<file path="config.mk">
export PLATFORM = sky130hd
export DESIGN_NAME = pmem_arbiter
export DESIGN_NICKNAME = d
export VERILOG_FILES = /design/src/rtl/pmem_arbiter_pkg.sv /design/src/rtl/pmem_arbiter.sv
export SDC_FILE = /design/constraint.sdc
export NUM_CORES = 1
export LEC_CHECK = 0
export CAP_MARGIN = 20
export CORE_AREA = 8 8 531 533
export DETAILED_ROUTE_END_ITERATION = 8
export DIE_AREA = 0 0 539 541
export GPL_ROUTABILITY_DRIVEN = 0
export HOLD_SLACK_MARGIN = 0.02
export PLACE_DENSITY_LB_ADDON = 0.1
export SKIP_CTS_REPAIR_TIMING = 1
export SLEW_MARGIN = 5
export SYNTH_ARGS = -nofsm -noshare
export SYNTH_HDL_FRONTEND = slang
export SYNTH_SLANG_ARGS = --single-unit
</file>
<file path="constraint.sdc">
create_clock -name clk -period 24.3 [get_ports clk]
set_input_delay 3.645 -clock clk [delete_from_list [all_inputs] [get_ports clk]]
set_output_delay 3.645 -clock clk [all_outputs]
set_load 0.005 [all_outputs]
</file>
<file path="src/rtl/pmem_arbiter_pkg.sv">
// Types and shared widths for the cache-to-physical-memory arbiter.
package arbiter_types;

  localparam int unsigned ADDR_WIDTH = 32;
  localparam int unsigned LINE_WIDTH = 256;

  typedef enum logic [1:0] {
    IDLE,
    SERVE_I,
    SERVE_D
  } arb_state_t;

  typedef enum logic {
    GRANT_I,
    GRANT_D
  } grant_t;

endpackage

</file>
<file path="src/rtl/pmem_arbiter.sv">
// Round-robin arbiter sharing one physical-memory line port between icache and dcache.
// One transaction in flight; command, address and write data are latched at grant.
module pmem_arbiter #(
  parameter int unsigned ADDR_WIDTH  = arbiter_types::ADDR_WIDTH,
  parameter int unsigned LINE_WIDTH  = arbiter_types::LINE_WIDTH,
  parameter int unsigned OFFSET_BITS = 5
) (
  input  logic                  clk,
  input  logic                  rst,
  input  logic                  i_pmem_read,
  input  logic [ADDR_WIDTH-1:0] i_pmem_address,
  output logic [LINE_WIDTH-1:0] i_pmem_rdata,
  output logic                  i_pmem_resp,
  input  logic                  d_pmem_read,
  input  logic                  d_pmem_write,
  input  logic [ADDR_WIDTH-1:0] d_pmem_address,
  input  logic [LINE_WIDTH-1:0] d_pmem_wdata,
  output logic [LINE_WIDTH-1:0] d_pmem_rdata,
  output logic                  d_pmem_resp,
  output logic                  pmem_read,
  output logic                  pmem_write,
  output logic [ADDR_WIDTH-1:0] pmem_address,
  output logic [LINE_WIDTH-1:0] pmem_wdata,
  input  logic                  pmem_resp,
  input  logic [LINE_WIDTH-1:0] pmem_rdata
);
  import arbiter_types::*;

  arb_state_t            state_q, state_d;
  grant_t                last_grant_q, last_grant_d;
  logic                  op_write_q, op_write_d;
  logic [ADDR_WIDTH-1:0] addr_q, addr_d;
  logic [LINE_WIDTH-1:0] wdata_q, wdata_d;

  logic   req_i, req_d, grant_valid, busy;
  grant_t grant_sel;

  assign req_i = i_pmem_read;
  assign req_d = d_pmem_read | d_pmem_write;

  // On contention the side not granted last time wins.
  always_comb begin
    grant_valid = req_i | req_d;
    grant_sel   = GRANT_I;
    if (req_i && req_d) begin
      grant_sel = (last_grant_q == GRANT_I) ? GRANT_D : GRANT_I;
    end else if (req_d) begin
      grant_sel = GRANT_D;
    end
  end

  always_comb begin
    state_d      = state_q;
    last_grant_d = last_grant_q;
    op_write_d   = op_write_q;
    addr_d       = addr_q;
    wdata_d      = wdata_q;
    unique case (state_q)
      IDLE: begin
        if (grant_valid) begin
          last_grant_d = grant_sel;
          if (grant_sel == GRANT_D) begin
            state_d    = SERVE_D;
            op_write_d = d_pmem_write;
            addr_d     = d_pmem_address;
            wdata_d    = d_pmem_wdata;
          end else begin
            state_d    = SERVE_I;
            op_write_d = 1'b0;
            addr_d     = i_pmem_address;
            wdata_d    = '0;
          end
        end
      end
      SERVE_I, SERVE_D: begin
        if (pmem_resp) state_d = IDLE;
      end
      default: state_d = IDLE;
    endcase
  end

  assign busy         = (state_q != IDLE);
  assign pmem_read    = busy & ~op_write_q;
  assign pmem_write   = busy & op_write_q;
  assign pmem_address = {addr_q[ADDR_WIDTH-1:OFFSET_BITS], {OFFSET_BITS{1'b0}}};
  assign pmem_wdata   = wdata_q;
  assign i_pmem_resp  = (state_q == SERVE_I) & pmem_resp;
  assign d_pmem_resp  = (state_q == SERVE_D) & pmem_resp;
  assign i_pmem_rdata = pmem_rdata;
  assign d_pmem_rdata = pmem_rdata;

  always_ff @(posedge clk or posedge rst) begin
    if (rst) begin
      state_q      <= IDLE;
      last_grant_q <= GRANT_I;
      op_write_q   <= 1'b0;
      addr_q       <= '0;
      wdata_q      <= '0;
    end else begin
      state_q      <= state_d;
      last_grant_q <= last_grant_d;
      op_write_q   <= op_write_d;
      addr_q       <= addr_d;
      wdata_q      <= wdata_d;
    end
  end

endmodule

</file>
Word level (Yosys, flattened, before mapping). Cells that the tools add are included.

Reduce and logical (&&, ||, !) cells: 6. Muxes and demuxes: 10. Eq/ne operators: 4. Bitwise logic cells: 7.

Operator list (number): 256-bit 2-to-1 mux (1); 32-bit 2-to-1 mux (1); 2-bit 2-to-1 mux (3); 1-bit AND (4); 1-bit 2-to-1 mux (4); 2-bit inequality test (second input constant) (2); 2-bit case mux with 2 select lines (1); 2-bit AND reduction (2); 2-bit by 1-bit == test with 1-bit output (second input constant) (1); 2-bit == test (second input constant) (1); 2-bit zero test (1); 1-bit OR (2); 2-bit nonzero test (1); 2-bit OR reduction (1); 1-bit logical AND (1); 1-bit inverter (1).

Word-level logic and storage cells: 32. Bits in registers: 292. Output and inout bits: 804.

Logic depth before layout (Yosys ltp).
Depth after elaboration: 6. Gate-level depth with buffers: 7.

Worst setup path before layout. No wires, ideal clock.

Path kind: input -> output. From: input pmem_resp. To: output i_pmem_resp. Data required time: 20.655 ns. Arrival: 3.788 ns. Stages: 1. Setup slack: 16.867 ns. Buffers on the path: 0. Path through: and2_1.

Cells in the longest elaborated chain, start to end: 1.

RTL lines: from (decl) (RTL line pmem_arbiter.sv:24) `input logic pmem_resp,`; 1-bit AND (RTL line pmem_arbiter.sv:87) `assign i_pmem_resp = (state_q == SERVE_I) & pmem_resp;`; to (decl) (RTL line pmem_arbiter.sv:13) `output logic i_pmem_resp,`.

No other way between the ends.

Final worst setup path.
From: input pmem_resp. To: output d_pmem_resp.

Cells in the longest elaborated chain, start to end: 1.

RTL lines: 1-bit AND (RTL line pmem_arbiter.sv:88) `assign d_pmem_resp = (state_q == SERVE_D) & pmem_resp;`; to (decl) (RTL line pmem_arbiter.sv:19) `output logic d_pmem_resp,`.

No other way between the ends.

==> flow_summary.json <==
{
  "die_area_um2": 292000,
  "remaining_drc_errors": 0,
  "final_hold_viol_count": 0,
  "drv_cap": 0,
  "fin_crit_sh_pct": 35.3,
  "worstSetupStartpointType": "input port",
  "min_path_cells": 2,
  "arrival_ns": 4.92,
  "maxSlewViolCount": 0,
  "yosysWarningCount": 0,
  "avgViaCountPerCell": 1.92,
  "synth.area.mux_share_pct": 1.88,
  "crit_type": "input port to output pin",
  "relSlewSlack_pct": 33.4,
  "area_growth_pct": 57.1,
  "num_vias": 9540,
  "p_per_area_nw_per_um2": 119,
  "die_height_um": 541,
  "fmaxAchievable_mhz": 117,
  "wl_met2_um": 34300,
  "clk_pin_slew_ns": 0.05,
  "htreeDepth": 2,
  "cts_max_path_buffers": 3,
  "track_usage_pct": 5.52,
  "cts_made_buffers": 49,
  "port_buffers": 602,
  "die_x_um": 539,
  "top_layer_used": "met5",
  "place_hpwl_um": 66200,
  "worstPathRequired_ns": 20.65,
  "synth_cell_types": 26,
  "antenna_found_initial": 42,
  "ys.flop_type": "dfrtp_1",
  "synth_edf_count": 0,
  "synth.avg_cell_area_um2": 11.6,
  "tightestPinTransition_ns": 1.00,
  "grt_start_max_net_pins": 90,
  "nets": 1910,
  "clock-sinks": 287,
  "cp_max_fo": 3,
  "routed_wl_um": 83900,
  "ys_seq_area_share_pct": 50.0,
  "ir_drop_mv": 0.0547,
  "pin_count": 1386,
  "synth_fa_ha_area_share_pct": 0.261,
  "met1Wirelength_um": 30800,
  "dr.pass1.iters": 4,
  "worstHoldPathType": "register to register",
  "fin_skew_ns": 0.0466,
  "leakage_uw": 0.00820,
  "grt_pass1_vias": 10852,
  "grt_overflow": 0,
  "r2r_slack_ns": 20.57,
  "rsz0062_at_grt": "no",
  "holdWs_ns": 0.481,
  "drt-wirelength-per-cell_um": 16.9,
  "synthesis.area_um2": 14400,
  "synth_top_family_by_area": "buffers and inverters",
  "cts_tree": "done",
  "finalCriticalPeriod_ns": 8.57,
  "coreArea_um2": 273000,
  "root_buffer": "clkbuf_16",
  "synthCells": 1235,
  "setup_viol": 0,
  "grt_pass1_wl_um": 110000,
  "endpoint_kind": "output pin",
  "synthArstFlopShare_pct": 100,
  "row_count": 192,
  "worstSkewPairLatency_ns": 0.67,
  "ys_seq_elements": 287,
  "synth_compound_area_share_pct": 17.1,
  "synth_xor_area_share_pct": 0,
  "synth-simple-area-share_pct": 1.17,
  "route.met3.wl_um": 14600,
  "drt_iter0_markers": 393,
  "status": "finished clean",
  "layout-drive-gt1-share_pct": 7.18,
  "start_util_pct": 5.27,
  "finalSetupTns_ns": 0,
  "antenna_left": 0,
  "reg2reg_depth": 8
}
-- critical path, cell delays in order --
cell	delay, ns
clkdlybuf4s50_1	0.51
and2_1	0.15
clkdlybuf4s50_1	0.61
-- registers in the layout, summed over array words and instances (netlist names) --
name and count:
addr_q 27, last_grant_q 1, op_write_q 1, pmem_wdata 256
state_q 2
-- per-stage QoR --
stage               utilization (%)  setup WS (ns)  std cells  total power, uW  area (um^2)
floorplan                         -          12.73       1239             1260        14400
global placement               7.62          15.71       4862             1990        20800
finish                         8.28          15.73       4966             2690        22600
global route                   8.27          15.69       4955             2920        22600
CTS                            8.26          15.68       4952             2820        22500
detailed placement             7.62          15.69       4862             1980        20800
-- final cells by class --
class                   instances  area (um^2)
diodes                         13         32.5
fillers                     31629       250000
repair buffers                617         6160
well taps                    3589         4490
inverters                       4         22.5
clock inverters                19          322
multi-input cells             366         2970
flip-flops and latches        287         7180
clock buffers                  71         1420
-- synthesized netlist by cell type, types with 3 or more instances --
cell type / n / area [um^2]
buf_2: 48 / 240
buf_4: 527 / 3960
dfrtp_1: 287 / 7180
clkbuf_1: 4 / 15.0
nand2_1: 32 / 120
ha_1: 3 / 37.5
buf_6: 3 / 33.8
o21ai_0: 25 / 125
o21ai_1: 3 / 15.0
inv_1: 4 / 15.0
a22o_1: 255 / 2230
mux2i_1: 27 / 270
-- cell families (layout without fill, tap and decap cells) --
group	Yosys count	in the layout
flops	287	287
other cells	1	18
buf+inv	586	711
fa+ha+maj	3	3
compound gates	290	290
mux	27	27
simple gates	41	41
-- power by group --
part / switching [uW] / internal, uW
Combinational: 527 / 569
Sequential: 129 / 685
Clock: 298 / 480
Total: 954 / 1730
-- layer usage --
layer,vias up,global-route usage [%]
li1,3997,-
met1,4576,5.88
met2,722,7.92
met3,239,4.22
met4,6,2.80
met5,-,0
-- cells in the final DEF (no fill, tap or decap), types with 4 or more instances in the layout --
cell type and count:
clkbuf_1 11, dfrtp_1 287, clkdlybuf4s50_1 602, a22o_1 255
clkbuf_16 49, clkbuf_8 11, nand2_1 32, bufinv_16 7
conb_1 5, mux2i_1 27, o21ai_0 25, buf_4 14
diode_2 13, clkinvlp_4 4
-- final timing paths --
path	to	startpoint
worst max-delay path	d_pmem_resp	pmem_resp
worst min-delay path	addr_q[6]$_DFFE_PP0P_	addr_q[6]$_DFFE_PP0P_
worst max register to register	pmem_wdata[39]$_DFFE_PP0P_	state_q[1]$_DFFE_PP0P_
worst min register to register	addr_q[6]$_DFFE_PP0P_	addr_q[6]$_DFFE_PP0P_
max in group asynchronous	pmem_wdata[137]$_DFFE_PP0P_	rst
min in group asynchronous	pmem_wdata[242]$_DFFE_PP0P_	rst
Note: power is estimated with default switching activity, not from simulation.
